**src/rtl/nibble_grid_serializer.sv**
```systemverilog
// rtl/nibble_grid_serializer.sv - serializes a row-major nibble grid into indexed, tagged beats
// Define GRID_PARITY_EN to append an XOR parity beat after the data beats.
module nibble_grid_serializer #(
  parameter int NUM_ROWS = 3,
  parameter int NUM_COLS = 3
) (
  input  logic                           clk,
  input  logic                           rst_n,
  input  logic                           in_valid,
  output logic                           in_ready,
  input  logic [4*NUM_ROWS*NUM_COLS-1:0] in_grid,
  input  logic [7:0]                     in_tag,
  output logic                           out_valid,
  input  logic                           out_ready,
  output logic [3:0]                     out_nibble,
  output logic [3:0]                     out_index,
  output logic                           out_last,
  output logic [7:0]                     out_tag,
  output logic [7:0]                     pkt_count
);

  localparam int         N        = NUM_ROWS * NUM_COLS;
  localparam logic [3:0] LAST_IDX = 4'(N - 1);

  // The beat counter is 4 bits and must also reach N for the parity beat.
  generate
    if (N < 1 || N > 14) begin : g_bad_grid_size
      $fatal(1, "nibble_grid_serializer: NUM_ROWS*NUM_COLS must be 1..14");
    end
  endgenerate

  typedef enum logic [1:0] {
    S_IDLE,
    S_SEND
`ifdef GRID_PARITY_EN
    , S_PARITY
`endif
  } state_e;

  state_e           state_q, state_d;
  logic [4*N-1:0]   grid_q, grid_d;
  logic [7:0]       tag_q, tag_d;
  logic [3:0]       beat_q, beat_d;
  logic [7:0]       pkt_q, pkt_d;

  logic             is_last;
  logic             beat_hs;
  logic             last_hs;
  logic             accept;
  logic [3:0]       cur_nibble;
  logic [3:0]       data_nibble;

  assign out_valid = (state_q != S_IDLE);
  assign beat_hs   = out_valid && out_ready;

`ifdef GRID_PARITY_EN
  assign is_last = (state_q == S_PARITY);
`else
  assign is_last = (state_q == S_SEND) && (beat_q == LAST_IDX);
`endif

  assign last_hs  = beat_hs && is_last;
  // Ready on the final handshake lets the next grid follow with no bubble.
  assign in_ready = (state_q == S_IDLE) || last_hs;
  assign accept   = in_valid && in_ready;

  always_comb begin
    state_d = state_q;
    grid_d  = grid_q;
    tag_d   = tag_q;
    beat_d  = beat_q;
    pkt_d   = pkt_q;
    if (last_hs) begin
      pkt_d   = pkt_q + 8'd1;
      state_d = S_IDLE;
      beat_d  = '0;
    end else if (beat_hs) begin
`ifdef GRID_PARITY_EN
      if (beat_q == LAST_IDX) begin
        state_d = S_PARITY;
      end
`endif
      beat_d = beat_q + 4'd1;
    end
    if (accept) begin
      grid_d  = in_grid;
      tag_d   = in_tag;
      beat_d  = '0;
      state_d = S_SEND;
    end
  end

  always_ff @(posedge clk or negedge rst_n) begin
    if (!rst_n) begin
      state_q <= S_IDLE;
      grid_q  <= '0;
      tag_q   <= '0;
      beat_q  <= '0;
      pkt_q   <= '0;
    end else begin
      state_q <= state_d;
      grid_q  <= grid_d;
      tag_q   <= tag_d;
      beat_q  <= beat_d;
      pkt_q   <= pkt_d;
    end
  end

  always_comb begin
    cur_nibble = '0;
    for (int i = 0; i < N; i++) begin
      if (beat_q == 4'(i)) begin
        cur_nibble = grid_q[4*(N-1-i) +: 4];
      end
    end
  end

`ifdef GRID_PARITY_EN
  logic [3:0] parity;

  always_comb begin
    parity = '0;
    for (int i = 0; i < N; i++) begin
      parity = parity ^ grid_q[4*i +: 4];
    end
  end

  assign data_nibble = (state_q == S_PARITY) ? parity : cur_nibble;
`else
  assign data_nibble = cur_nibble;
`endif

  assign out_nibble = out_valid ? data_nibble : 4'h0;
  assign out_index  = out_valid ? beat_q : 4'h0;
  assign out_last   = is_last;
  assign out_tag    = out_valid ? tag_q : 8'h00;
  assign pkt_count  = pkt_q;

endmodule

```
**config.mk**
```make
export PLATFORM = sky130hd
export DESIGN_NAME = nibble_grid_serializer
export DESIGN_NICKNAME = d
export VERILOG_FILES = /design/src/rtl/nibble_grid_serializer.sv
export SDC_FILE = /design/constraint.sdc
export NUM_CORES = 1
export LEC_CHECK = 0
export CELL_PAD_IN_SITES_DETAIL_PLACEMENT = 0
export CELL_PAD_IN_SITES_GLOBAL_PLACEMENT = 2
export CORE_MARGIN = 5
export CORE_UTILIZATION = 33
export CTS_CLUSTER_SIZE = 28
export DETAILED_ROUTE_END_ITERATION = 8
export PLACE_DENSITY_LB_ADDON = 0.1
export SYNTH_ARGS = -nofsm -noshare
export SYNTH_HDL_FRONTEND = slang
export SYNTH_SLANG_ARGS = --single-unit
```
**constraint.sdc**
```tcl
create_clock -name clk -period 2.9 [get_ports clk]
set_input_delay 0.87 -clock clk [delete_from_list [all_inputs] [get_ports clk]]
set_output_delay 0.87 -clock clk [all_outputs]
set_load 0.03 [all_outputs]
```
==> flow_metrics.tcl <==
set metrics [dict create \
    cts_buffers 9 \
    clkTransAtPathRegs_ps 60 \
    violations "negative setup slack" \
    port_buffers 74 \
    synth_fp_nets 276 \
    grt_pass1_vias 2310 \
    setup_viol 2 \
    max_stage_delay_ps 410 \
    peakVddDrop_mv 0.409 \
    worst_hold_slack_ps 476 \
    yosysUniqueCellTypes 39 \
    hold_viol 0 \
    first_pass_iters 4 \
    cpMostUsedCell "buf_6" \
    timing.fmax_ghz 0.342 \
    gp_congestion 0.729 \
    io_pins 75 \
    core_area_um2 8760 \
    r2r_slack_ps 750 \
    h-tree-depth 3 \
    drc_errors 0 \
    syn_area_um2 2980 \
    startpoint_type "flop" \
    critPathMaxFanout 5 \
    slew_violations 0 \
    via_per_inst 4.88 \
    endpoint_kind "output pin" \
    die_width_um 105 \
    num_antenna_cells 0 \
    seq_power_share 0.305 \
    final_layout_size_suffix_gt1_frac 0.363 \
    critPathSlowestCell "dfrtp_1" \
    layout.nets 369 \
    min_period_ps 2920 \
    grt_max_degree 30 \
    clk_path_buf_depth 2 \
    cp_data_required_time_ps 2030 \
    timing.final.ws_setup_ps -24.1 \
    start_util 0.340 \
    post-place-ws_ps 72.0 \
    worst_pin_slew_ps 679 \
    rsz0062_at_grt "true" \
    placed_area_um2 3820 \
    status "finished with violations" \
    path_buf_inv 3 \
    synth-edff-count 0 \
    worstSkewPairLatency_ps 340 \
    fin_cells 428 \
    p_clk_frac 0.157 \
    syn_area_per_cell_um2 13.4 \
    cts_tree "yes" \
    grt_antenna_before_repair 0 \
    crit_family "compound AO/OA/AOI/OAI gates" \
    ant_nets 0 \
    yosys_warnings 0 \
    min_path_type "reg -> reg" \
    drt-initial-drc-count 48 \
    pwr_density_cell_nw_per_um2 1090 \
    p_comb_frac 0.538 \
    worst_ep_arrival_time_ps 2050 \
    synth_seq_area_share 0.479 \
    skew_ps 8.38 \
    dieArea_um2 11000 \
    final_cell_area_um2 4330 \
    crit_path_cell_trace "inv_2 > ha_4 > nor2b_4 > buf_6 > a221oi_4 > o32ai_2 > a32o_2 > buf_6" \
    path_class "reg -> out" \
    p_leak_nw 1.86 \
    period_share 1.01 \
    hold_buffers 0 \
    dr_total_vias 2090 \
    gr-total-overflow 0 \
    area_delta_synth_final_pct 45.4 \
    power.switching_mw 1.75 \
    grt_pass1_wl_um 12300 \
    p_sw_frac 0.369 \
    intPower_mw 2.99 \
    cts_root_buf "clkbuf_8" \
    syn_inst 223 \
    wl_per_cell_um 17.3 \
    track_usage 0.141 \
    drv_cap 0 \
    relSlewSlack 0.547 \
    ys_ff_latch 57 \
    hpwlAfterDp_um 5270 \
    clock_sinks 57 \
    num_rows 34 \
    dp_cells 404 \
    synth_flop_cell "dfrtp_1" \
    drt_wl_total_um 7400 \
    die_h_um 105 \
    async_flop_share 1.00 \
]
## final timing paths
| kind | startpoint | endpoint | depth (start not counted) |
|---|---|---|---|
| setup / recovery | beat_q[1] | out_nibble[2] | 8 |
| hold / removal | pkt_count[7] | pkt_count[7] | 1 |
| setup reg to reg | beat_q[1] | grid_q[1] | 8 |
| hold reg to reg | pkt_count[7] | pkt_count[7] | 1 |
| max in group asynchronous | rst_n | tag_q[7] | 2 |
| min in group asynchronous | rst_n | grid_q[22] | 1 |
## state kept, by name, indices dropped and copies added, names as in the netlist
register and flops:
grid_q 36, pkt_count 8, beat_q 4, tag_q 8, state_q 1
## cells by family (layout without fill, tap and decap cells)
family | after synthesis | count (layout) | synth area share
flops | 57 | 57 | 0.479
simple gates | 53 | 53 | 0.105
mux | 46 | 46 | 0.224
buf+inv | 19 | 116 | 0.0555
compound gates | 36 | 36 | 0.0954
fa+ha+maj | 5 | 5 | 0.0210
xor+xnor | 7 | 7 | 0.0206
## Yosys cell counts (3+ instances only)
cell / number / area share
and2_1: 14 / 0.029
ha_1: 5 / 0.021
a221oi_1: 8 / 0.024
and3_1: 3 / 0.0063
clkbuf_1: 4 / 0.0050
a32o_1: 4 / 0.013
o21ai_0: 10 / 0.017
mux2_2: 5 / 0.019
buf_2: 4 / 0.0067
nand2b_1: 3 / 0.0063
buf_12: 5 / 0.034
nand4_1: 4 / 0.0084
mux2_4: 40 / 0.20
inv_1: 5 / 0.0063
nor2_1: 7 / 0.0088
xnor2_1: 6 / 0.018
nor3_1: 7 / 0.012
nand2_1: 5 / 0.0063
dfrtp_1: 57 / 0.48
## per-stage QoR
| stage | TNS, ps | power (mW) | util |
|---|---|---|---|
| floorplan | 0 | 2.78 | - |
| global placement | 0 | 3.49 | 0.436 |
| detailed placement | 0 | 3.49 | 0.436 |
| CTS | -118 | 4.64 | 0.485 |
| global route | -370 | 5.01 | 0.494 |
| finish | -35.7 | 4.74 | 0.494 |
## power groups by stage
stage | Sequential [mW] | Clock, mW | Combinational [mW]
6_report | 1.45 | 0.745 | 2.55
5_1_grt | 1.49 | 0.801 | 2.72
4_1_cts | 1.43 | 0.777 | 2.43
3_5_place_dp | 1.42 | 0 | 2.07
3_3_place_gp | 1.43 | 0 | 2.06
2_1_floorplan | 1.33 | 0 | 1.45
## metal layers
metal  global-route usage  vias up  part of all wire
met2                0.211       46              0.47
met1                0.195     1043              0.47
met4               0.0356        0             0.010
li1                     -      994                 -
met5                    0        -                 0
met3               0.0481        7             0.047
## what timing repair did
| item | CTS | global route |
|---|---|---|
| endpoints found under the setup margin | 5 | 4 |
| setup buffers | 7 | 2 |
| resized for setup | 37 | 9 |
| gates cloned | 0 | 0 |
| pin swaps | 12 | 6 |
## final cells by class
class,instances,area (um^2)
clock buffer,12,155
clock inverter,3,40.0
fill,799,4430
inverter,5,22.5
multi-input combinational,147,1580
sequential,57,1430
tap,108,135
timing repair buffer,96,966
## placed cells by master, fill, tap and decap left out, drive strengths merged, types with 3 or more instances in the layout
cell           count
clkbuf            12
mux2              45
a221oi             8
clkdlybuf4s50     67
nor2               7
a32o               4
nor3               7
and3               3
ha                 5
xnor2              6
o21ai             11
buf               28
nand2b             3
and2              15
nand2              5
nand4              4
dfrtp             57
inv                4
Note: power is estimated with default switching activity, not from simulation.
